$ cat config.mk
export PLATFORM = sky130hd
export DESIGN_NAME = set_fsm_flat
export DESIGN_NICKNAME = d
export VERILOG_FILES = /design/src/rtl/ctrl_types_pkg.sv /design/src/rtl/set_fsm_if.sv /design/src/rtl/free_slot_finder.sv /design/src/rtl/set_fsm.sv /design/src/flat_wrapper.sv
export SDC_FILE = /design/constraint.sdc
export NUM_CORES = 1
export LEC_CHECK = 0
export CORE_MARGIN = 4
export CORE_UTILIZATION = 60
export CTS_BUF_LIST = sky130_fd_sc_hd__clkbuf_8
export DETAILED_ROUTE_END_ITERATION = 10
export DONT_BUFFER_PORTS = 1
export PLACE_DENSITY = 0.76
export SYNTH_ARGS = -nofsm -noshare
export SYNTH_HDL_FRONTEND = slang
export SYNTH_SLANG_ARGS = --single-unit
$ cat constraint.sdc
create_clock -name clk -period 3.2 [get_ports clk]
set_clock_uncertainty 0.05 [all_clocks]
set_input_delay 0.96 -clock clk [delete_from_list [all_inputs] [get_ports clk]]
set_output_delay 0.96 -clock clk [all_outputs]
set_load 0.03 [all_outputs]
$ cat src/rtl/ctrl_types_pkg.sv
// Shared controller types: sub-command status and the SET responder state encoding.
// Used by set_fsm (optional SET_FSM_DUP_CHECK_EN build adds a duplicate-key check).
package ctrl_types_pkg;

    typedef struct packed {
        logic done;
        logic error;
    } sub_cmd_t;

    typedef enum logic [2:0] {
        S_IDLE,
        S_SCAN,
        S_WRITE,
        S_DONE,
        S_ERR
    } set_state_e;

endpackage

$ cat src/rtl/set_fsm_if.sv
// Controller <-> SET responder signal bundle; master is the controller side.
// `hit` exists only when SET_FSM_DUP_CHECK_EN is defined.
interface set_fsm_if
    import ctrl_types_pkg::*;
#(
    parameter int unsigned NUM_ENTRIES = 16
);
    logic                   en;
    logic                   enter;
    logic [NUM_ENTRIES-1:0] used;
`ifdef SET_FSM_DUP_CHECK_EN
    logic [NUM_ENTRIES-1:0] hit;
`endif
    logic [NUM_ENTRIES-1:0] idx_out;
    logic                   write_out;
    sub_cmd_t               cmd;

`ifdef SET_FSM_DUP_CHECK_EN
    modport master (output en, enter, used, hit, input idx_out, write_out, cmd);
    modport slave  (input en, enter, used, hit, output idx_out, write_out, cmd);
`else
    modport master (output en, enter, used, input idx_out, write_out, cmd);
    modport slave  (input en, enter, used, output idx_out, write_out, cmd);
`endif
endinterface

$ cat src/rtl/free_slot_finder.sv
// Combinational lowest-zero priority encoder over one LANES-wide chunk.
module free_slot_finder #(
    parameter int unsigned LANES = 16
) (
    input  logic [LANES-1:0] bits_i,
    output logic             found_o,
    output logic [LANES-1:0] sel_o
);

    always_comb begin
        found_o = 1'b0;
        sel_o   = '0;
        for (int unsigned i = 0; i < LANES; i++) begin
            if (!found_o && !bits_i[i]) begin
                found_o  = 1'b1;
                sel_o[i] = 1'b1;
            end
        end
    end

endmodule

$ cat src/rtl/set_fsm.sv
// CREATE-path sub-command responder: snapshot `used`, find lowest free entry, strobe write.
// SET_FSM_DUP_CHECK_EN adds an error-on-existing-key check at entry.
module set_fsm
    import ctrl_types_pkg::*;
#(
    parameter int unsigned NUM_ENTRIES = 16,
    parameter int unsigned LANES       = 16
) (
    input  logic      clk,
    input  logic      rst_n,
    set_fsm_if.slave  bus
);

    localparam int unsigned NCHUNK = NUM_ENTRIES / LANES;
    localparam int unsigned PW     = (NCHUNK > 1) ? $clog2(NCHUNK) : 1;

    if (LANES == 0 || (NUM_ENTRIES % LANES) != 0) begin : g_lanes_chk
        $error("set_fsm: LANES must divide NUM_ENTRIES");
    end

    set_state_e             state_q;
    logic [PW-1:0]          ptr_q;
    logic [NUM_ENTRIES-1:0] snap_q;
    logic [NUM_ENTRIES-1:0] idx_q;
    logic                   write_q;
    logic                   done_q;
    logic                   err_q;

    logic [LANES-1:0]       chunk;
    logic [LANES-1:0]       sel;
    logic                   found;
    logic [NUM_ENTRIES-1:0] glob_sel;
    logic                   last_chunk;
    logic                   dup_hit;

    always_comb begin
        chunk = '0;
        for (int unsigned c = 0; c < NCHUNK; c++) begin
            if (ptr_q == PW'(c)) chunk = snap_q[c*LANES +: LANES];
        end
    end

    free_slot_finder #(.LANES(LANES)) u_finder (
        .bits_i  (chunk),
        .found_o (found),
        .sel_o   (sel)
    );

    // Place the chunk-local one-hot back at its global position.
    always_comb begin
        glob_sel = '0;
        for (int unsigned c = 0; c < NCHUNK; c++) begin
            if (ptr_q == PW'(c)) glob_sel[c*LANES +: LANES] = sel;
        end
    end

    assign last_chunk = (ptr_q == PW'(NCHUNK - 1));

`ifdef SET_FSM_DUP_CHECK_EN
    assign dup_hit = |(bus.hit & bus.used);
`else
    assign dup_hit = 1'b0;
`endif

    // Outputs are registered alongside the state they belong to, so they stay Moore.
    always_ff @(posedge clk or negedge rst_n) begin
        if (!rst_n) begin
            state_q <= S_IDLE;
            ptr_q   <= '0;
            snap_q  <= '0;
            idx_q   <= '0;
            write_q <= 1'b0;
            done_q  <= 1'b0;
            err_q   <= 1'b0;
        end else begin
            idx_q   <= '0;
            write_q <= 1'b0;
            done_q  <= 1'b0;
            err_q   <= 1'b0;
            if (bus.enter) begin
                snap_q <= bus.used;
                ptr_q  <= '0;
                if (dup_hit) begin
                    state_q <= S_ERR;
                    err_q   <= 1'b1;
                end else begin
                    state_q <= S_SCAN;
                end
            end else if (state_q != S_IDLE && !bus.en) begin
                state_q <= S_IDLE;
            end else begin
                case (state_q)
                    S_SCAN: begin
                        if (found) begin
                            state_q <= S_WRITE;
                            idx_q   <= glob_sel;
                            write_q <= 1'b1;
                        end else if (last_chunk) begin
                            state_q <= S_ERR;
                            err_q   <= 1'b1;
                        end else begin
                            ptr_q <= ptr_q + PW'(1);
                        end
                    end
                    S_WRITE: begin
                        state_q <= S_DONE;
                        done_q  <= 1'b1;
                    end
                    S_DONE:  state_q <= S_IDLE;
                    S_ERR:   state_q <= S_IDLE;
                    default: state_q <= S_IDLE;
                endcase
            end
        end
    end

    assign bus.idx_out   = idx_q;
    assign bus.write_out = write_q;
    assign bus.cmd.done  = done_q;
    assign bus.cmd.error = err_q;

endmodule
$ cat src/flat_wrapper.sv
// flat-port wrapper written by rule: the top's interface ports become plain ports
module set_fsm_flat import ctrl_types_pkg::*;
#(
    parameter int unsigned NUM_ENTRIES = 16,
    parameter int unsigned LANES       = 16
)
  (clk, rst_n, bus_en, bus_enter, bus_used, bus_idx_out, bus_write_out, bus_cmd);
  set_fsm_if #(.NUM_ENTRIES(NUM_ENTRIES)) bus_i ();
  input  logic clk;
  input  logic rst_n;
  input wire logic [$bits(bus_i.en)-1:0] bus_en;
  input wire logic [$bits(bus_i.enter)-1:0] bus_enter;
  input wire logic [$bits(bus_i.used)-1:0] bus_used;
  output wire logic [$bits(bus_i.idx_out)-1:0] bus_idx_out;
  output wire logic [$bits(bus_i.write_out)-1:0] bus_write_out;
  output wire logic [$bits(bus_i.cmd)-1:0] bus_cmd;
  assign bus_i.en = bus_en;
  assign bus_i.enter = bus_enter;
  assign bus_i.used = bus_used;
  assign bus_idx_out = bus_i.idx_out;
  assign bus_write_out = bus_i.write_out;
  assign bus_cmd = bus_i.cmd;
  set_fsm #(.NUM_ENTRIES(NUM_ENTRIES), .LANES(LANES)) u_core (.clk(clk), .rst_n(rst_n), .bus(bus_i));
endmodule
==> results.md <==
* Status: complete, no violations
* Crit path max fanout at 19
* Pwr dens at 575.7 mW/mm2
* Clock buffer depth at 2
* CP endpoint kind: register
* I/O pin cnt at 39
* Largest net degree at the start of global routing at 39
* R2r setup slk at 1.49 ns
* CTS tree: done
* Final period utilization at 60.17%
* Worst-Margin Slew at 0.7908 ns
* Initial core utilization at 64.98%
* Vias in the first global route at 880
* DRC errors left at 0
* Grt total ovfl at 0
* Normalized max-slew margin at 47.28%
* Via density per instance at 6.187
* Crit start category: input pin
* Worst Path Required at 3.32 ns
* Post-route ant nets at 0
* Post-synthesis sequential area ratio at 64.30%
* WP data arrival at 2.04 ns
* Reg-to-Reg Start: u_core.state_q[1]
* Sum of net half-perimeters after detailed placement at 1.753 mm
* Placeable Area at 0.002276 mm2
* Area grow syn2layout at 6.261%
* Diode count at 0
* GPL Wtd Cong at 0.7014
* Setup TNS at 0 ns
* Worst-path cell chain: and4bb_2, nand2b_1, nor4_1
* RSZ-0062 raised after global routing: no
* VDD IR-drop max at 453.9 uV
* Final min period at 1.925 ns
* Commonest non-fill, non-tap cell in the layout: dfrtp_1
* #FFs+latches synth at 38
* Critical R2R Capture: u_core.bus.idx_out[9]
* FP Rows at 17
* 1st-iter DRT viols at 10
* First-pass GRT wire length at 4.098 mm
* Final Util at 69.05%
* Die Wd at 57.65 um
* Syn_nets at 124
* # nets final at 125
* Fillers at 160
* Drt total wl at 2.473 mm
* Reg2Reg Depth at 3
* Skew-Pair Late Insertion Delay at 0.29 ns
* Die Area at 0.003323 mm2
* WL/cell at 18.46 um
* Root buf cell: clkbuf_8
* H-tree depth at 2
* Pleak at 0.7085 nW
* Cts hold-fix bufs at 0
* Post-CTS Resized at 0
* Initial antenna violation count at 0
* Synth cell types at 28
* Port bufs at 0
* Drt pass-1 iters at 4
* Fraction of layout cells with a size suffix above 1 at 28.30%
* Num CTS Buffers at 5
* CP Class: in2reg
* Hold WC Path Type: in2async
* Max-cap check violation count at 0
* Synth Area per Inst at 14.22 um2
* Postcts setup bufs at 0
* F_max at 519.4 MHz
* CP peak stage delay at 0.44 ns
* Total number of vias at 829
* Post-Syn Area at 0.001479 mm2
* Die H at 57.65 um
* Gr usage total at 17.05%
* Commonest cells after routing, fill and taps aside: 38 x dfrtp_1, 16 x mux2_2, 9 x nor4_1, 6 x nand2_1, 6 x clkbuf_8
* Clock Sinks at 38
* CP max-delay cell: nor4_1
* Clock-pin slew on the worst setup and hold paths at 0.07 ns
* Hold Fails Final Rpt at 0
* Syn. warnings at 0
* Final Setup Violations at 0
* Cell count after synthesis at 104
* Max-slew violation count at 0
==> Yosys cell counts <==
library cell,n,area (um2)
dfrtp_1,38,950.9
nor4b_1,1,8.760
clkbuf_1,1,3.750
nand2_1,6,22.52
nor4_2,1,12.51
a31oi_1,1,6.260
nand3_1,3,15.01
o21bai_1,1,7.510
or2_1,1,6.260
or2b_1,1,7.510
nor4bb_1,1,10.01
buf_4,2,15.01
and3b_1,2,17.52
or4_4,1,11.26
nor4_1,9,56.30
inv_1,1,3.750
mux2_2,16,180.2
or2_2,1,6.260
nand2b_1,4,25.02
nor4_4,1,21.27
nand3_2,1,10.01
and4bb_2,1,12.51
a21oi_1,1,5.000
nor3_1,2,10.01
nor4b_4,1,23.77
buf_2,3,15.01
nor3b_1,1,7.510
nor2_1,2,7.510
==> where the power goes <==
group          internal (mW)  switching (mW)
combinational         0.0288          0.0203
clock                  0.170           0.155
sequential             0.504          0.0268
total                  0.703           0.202
==> cells by family after synthesis <==
kind of cell	Yosys count	share of synthesized area, %
AOI/OAI and AO/OA	3	1.269
buffers and inverters	7	2.537
DFF	38	64.30
muxes	16	12.18
and+or+nand+nor	40	19.71
==> per-layer routing <==
metal / GRT usage [%] / vias to the layer above / share of wire [%]
met5: 0 / - / 0
met4: 8.609 / 0 / 1.9
met3: 7.127 / 8 / 5.9
met2: 29.03 / 28 / 52
met1: 18.01 / 418 / 40
li1: - / 375 / -
==> how the worst max path moves through the flow <==
stage,slack [ns],from,to
4_1_cts,1.27,bus_en,u_core.bus.idx_out[9]
2_1_floorplan,1.17,bus_enter,u_core.snap_q[10]
3_3_place_gp,1.02,bus_en,u_core.bus.idx_out[9]
5_1_grt,1.16,bus_en,u_core.bus.idx_out[4]
3_5_place_dp,0.97,bus_en,u_core.bus.idx_out[9]
6_report,1.27,bus_en,u_core.bus.idx_out[9]
==> worst max-delay path, delay by kind of cell <==
| kind | cells | cell delay, ns |
|---|---|---|
| AND/OR/NAND/NOR | 3 | 1.07 |
==> stage by stage <==
stage	hold slack (ns)	std cells	setup WS [ns]	power, mW	cell area, um2
6_report	0.3103	134	1.275	0.9047	1572
5_1_grt	0.2950	134	1.163	0.9411	1572
4_1_cts	0.3064	134	1.266	0.9104	1572
3_5_place_dp	0.4017	126	0.9675	0.5891	1480
3_3_place_gp	0.3979	126	1.024	0.5839	1480
2_1_floorplan	0.3774	104	1.174	0.5806	1479
==> sequential cells by signal, indices dropped and copies added (netlist names) <==
register / count
u_core.bus.idx_out: 16
u_core.snap_q: 16
u_core.err_q: 1
u_core.state_q: 3
u_core.bus.write_out: 1
u_core.done_q: 1
==> layout make-up <==
cell class | count | area, um2 | area share (%)
Sequential cell | 38 | 950.9 | 60.51
Clock buffer | 6 | 82.58 | 5.255
Inverter | 1 | 3.754 | 0.2389
Clock inverter | 2 | 8.758 | 0.5573
Tap cell | 28 | 35.03 | 2.229
Multi-Input combinational cell | 59 | 490.5 | 31.21
(Power assumes the default switching activity.)
==> RTL change: new RTL, same settings <==
`NUM_ENTRIES` is set to 16 in 3 places; all go to 32.
--- a/src/rtl/set_fsm_if.sv
+++ b/src/rtl/set_fsm_if.sv
@@ -4,5 +4,5 @@
     import ctrl_types_pkg::*;
 #(
-    parameter int unsigned NUM_ENTRIES = 16
+    parameter int unsigned NUM_ENTRIES = 32
 );
     logic                   en;
--- a/src/rtl/set_fsm.sv
+++ b/src/rtl/set_fsm.sv
@@ -4,5 +4,5 @@
     import ctrl_types_pkg::*;
 #(
-    parameter int unsigned NUM_ENTRIES = 16,
+    parameter int unsigned NUM_ENTRIES = 32,
     parameter int unsigned LANES       = 16
 ) (
--- a/src/flat_wrapper.sv
+++ b/src/flat_wrapper.sv
@@ -2,5 +2,5 @@
 module set_fsm_flat import ctrl_types_pkg::*;
 #(
-    parameter int unsigned NUM_ENTRIES = 16,
+    parameter int unsigned NUM_ENTRIES = 32,
     parameter int unsigned LANES       = 16
 )
Ports: changed (resized bus_idx_out and bus_used); port bits go from 39 to 71. No check against the original RTL was run, so the function may have changed too.
==> RTL change against the original RTL <==
- sequential cell count grew 33
- largest cell class unchanged
- via count grew 110%
- highest routed layer unchanged
- design area rose by 93%
- power up 83%
- critical endpoint is now u_core.last_chunk
- core utilization decreased by 1.6 points
- setup slack worse by 0.60 ns
- global-route usage rose by 3.0 points
- critical path depth is 1 higher
- wire length is 120% higher
- synthesized area grew 95%
==> RTL change: results (changes against the original RTL) <==
Run status
  • Run status: finished, final reports clean

GRT
  • Global-route wire length before repair: 9180 um (+120%)
  • Initial antenna violation count: 0 (unchanged)
  • Largest net degree at the start of global routing: 72 (+85%)
  • Vias in the first global route: 1,829 (+110%)
  • Total GRT Usage: 20.1% (+3.0 points)

Min path
  • Worst hold path type: input pin to asynchronous set/reset pin

Placed design
  • Port Buffer Count: 0 (unchanged)
  • GP Congestion: 0.829 (+18%)
  • Placed cell area: 2880 sq um (+95%)
  • HPWL after DPL: 3970 um (+130%)

Clocking
  • Clk slew on worst S/H paths: 0.07 ns (about the same)
  • CTS resizes: 0 (unchanged)
  • H-tree depth: 3 (+1)
  • Clk_lat worst skew: 0.33 ns (+0.04 ns)
  • Clock Tree Root: clkbuf_8
  • Post-CTS Setup Inserts: 0 (unchanged)
  • Clock Tree Buf Depth: 2 (unchanged)
  • CTS Buf Count: 9 (+4)

Logic synthesis
  • Synth cell types: 39 (+39%)
  • Ranking of synthesized cells by area: dfrtp_1 62%, mux2_2 12%, nand2_1 2.9%
  • Ys flop type: dfrtp_1
  • Yosys warns: 0 (unchanged)
  • Post-synth top cells: 71 x dfrtp_1, 32 x mux2_2, 22 x nand2_1, 14 x nor2_1, 13 x nor3_1
  • Post-Synthesis Net Count: 257 (+110%)
  • Seq/Total Area, Yosys: 61.6% (-2.7 points)
  • Asr flop ratio synth: 100% (unchanged)

Setup path
  • Reg-to-reg critical path endpoint: u_core.last_chunk
  • FF-to-FF path depth: 4 (+1)
  • Worst reg2reg path startpoint: u_core.last_chunk
  • CP Data Arrival Time: 2.74 ns (+0.70 ns)
  • Reg2Reg Setup Slack: 0.68 ns (-0.81 ns)
  • CP Max Fanout: 29 (+10)

Finish
  • Layout fillers: 354 (+120%)
  • # diodes: 0 (unchanged)
  • Layout cell share with drive strength beyond 1: 25.8% (-2.5 points)

STA
  • Least-Margin Pin Slew: 0.953 ns (+0.162 ns)

Route
  • Post-DR vias/cell: 6.15 (-0.56%)
  • Total Routed Length: 5540 um (+120%)
  • Initial detailed-routing violation count: 133 (+123)
  • Drt pass-1 iters: 4 (unchanged)

Power
  • VDD IR max: 0.495 mV (+9.2%)
  • P_int: 1.28 mW (+82%)
  • P_leak: 1.33 nW (+87%)
[RTL change: cells by family (layout without fill, tap and decap cells)]
kind of cell / Yosys count / after routing / share of synthesized area, %
muxes: 36 / 36 / 13.9
DFF: 71 / 71 / 61.6
AOI/OAI and AO/OA: 13 / 13 / 3.99
and+or+nand+nor: 85 / 85 / 17.4
buffers and inverters: 16 / 20 / 3.16
[RTL change: worst max-delay path by stage]
stage / slack, ns / depth (start not counted) / to / from
2_1_floorplan: 0.91 / 5 / u_core.bus.idx_out[28] / bus_enter
6_report: 0.68 / 4 / u_core.last_chunk / u_core.last_chunk
3_5_place_dp: 0.72 / 4 / u_core.last_chunk / u_core.last_chunk
3_3_place_gp: 0.81 / 4 / u_core.bus.idx_out[19] / u_core.last_chunk
4_1_cts: 0.73 / 4 / u_core.last_chunk / u_core.last_chunk
5_1_grt: 0.51 / 4 / u_core.bus.idx_out[22] / u_core.last_chunk
[RTL change: power groups by stage]
| stage | combinational [mW] | sequential (mW) | clock [mW] |
|---|---|---|---|
| finish | 0.0939 | 0.985 | 0.579 |
| global route | 0.103 | 0.991 | 0.632 |
| CTS | 0.0946 | 0.984 | 0.587 |
| detailed placement | 0.0936 | 1.00 | 0 |
| global placement | 0.0880 | 0.997 | 0 |
| floorplan | 0.0882 | 0.987 | 0 |
[RTL change: layout make-up]
type	count	area share, %
clock buffers	10	4.53
clock inverters	5	0.659
inverters	5	0.618
multi-input cells	134	33.5
flip-flops and latches	71	58.5
well taps	52	2.14
[RTL change: per-layer routing]
layer | wire length [um] | global-route usage [%] | up-vias
met2 | 2850 | 32.2 | 77
li1 | - | - | 775
met4 | 128 | 10.1 | 0
met3 | 335 | 5.32 | 14
met5 | 0 | 0 | -
met1 | 2230 | 25.4 | 838
[RTL change: stage by stage]
step | total power [mW] | cells | hold WS, ns | utilization (%) | worst slack [ns]
floorplan | 1.08 | 221 | 0.375 | - | 0.905
global placement | 1.08 | 262 | 0.390 | 63.9 | 0.805
detailed placement | 1.09 | 262 | 0.416 | 63.9 | 0.724
CTS | 1.67 | 277 | 0.259 | 67.4 | 0.727
global route | 1.73 | 277 | 0.247 | 67.4 | 0.513
finish | 1.66 | 277 | 0.265 | 67.4 | 0.678
[RTL change: worst max-delay path, cell delays in order, from the launching register on]
cell and delay, ns:
dfrtp_1 0.97, nand4_2 0.29, a211oi_4 0.50, and4_1 0.46, a22o_1 0.18
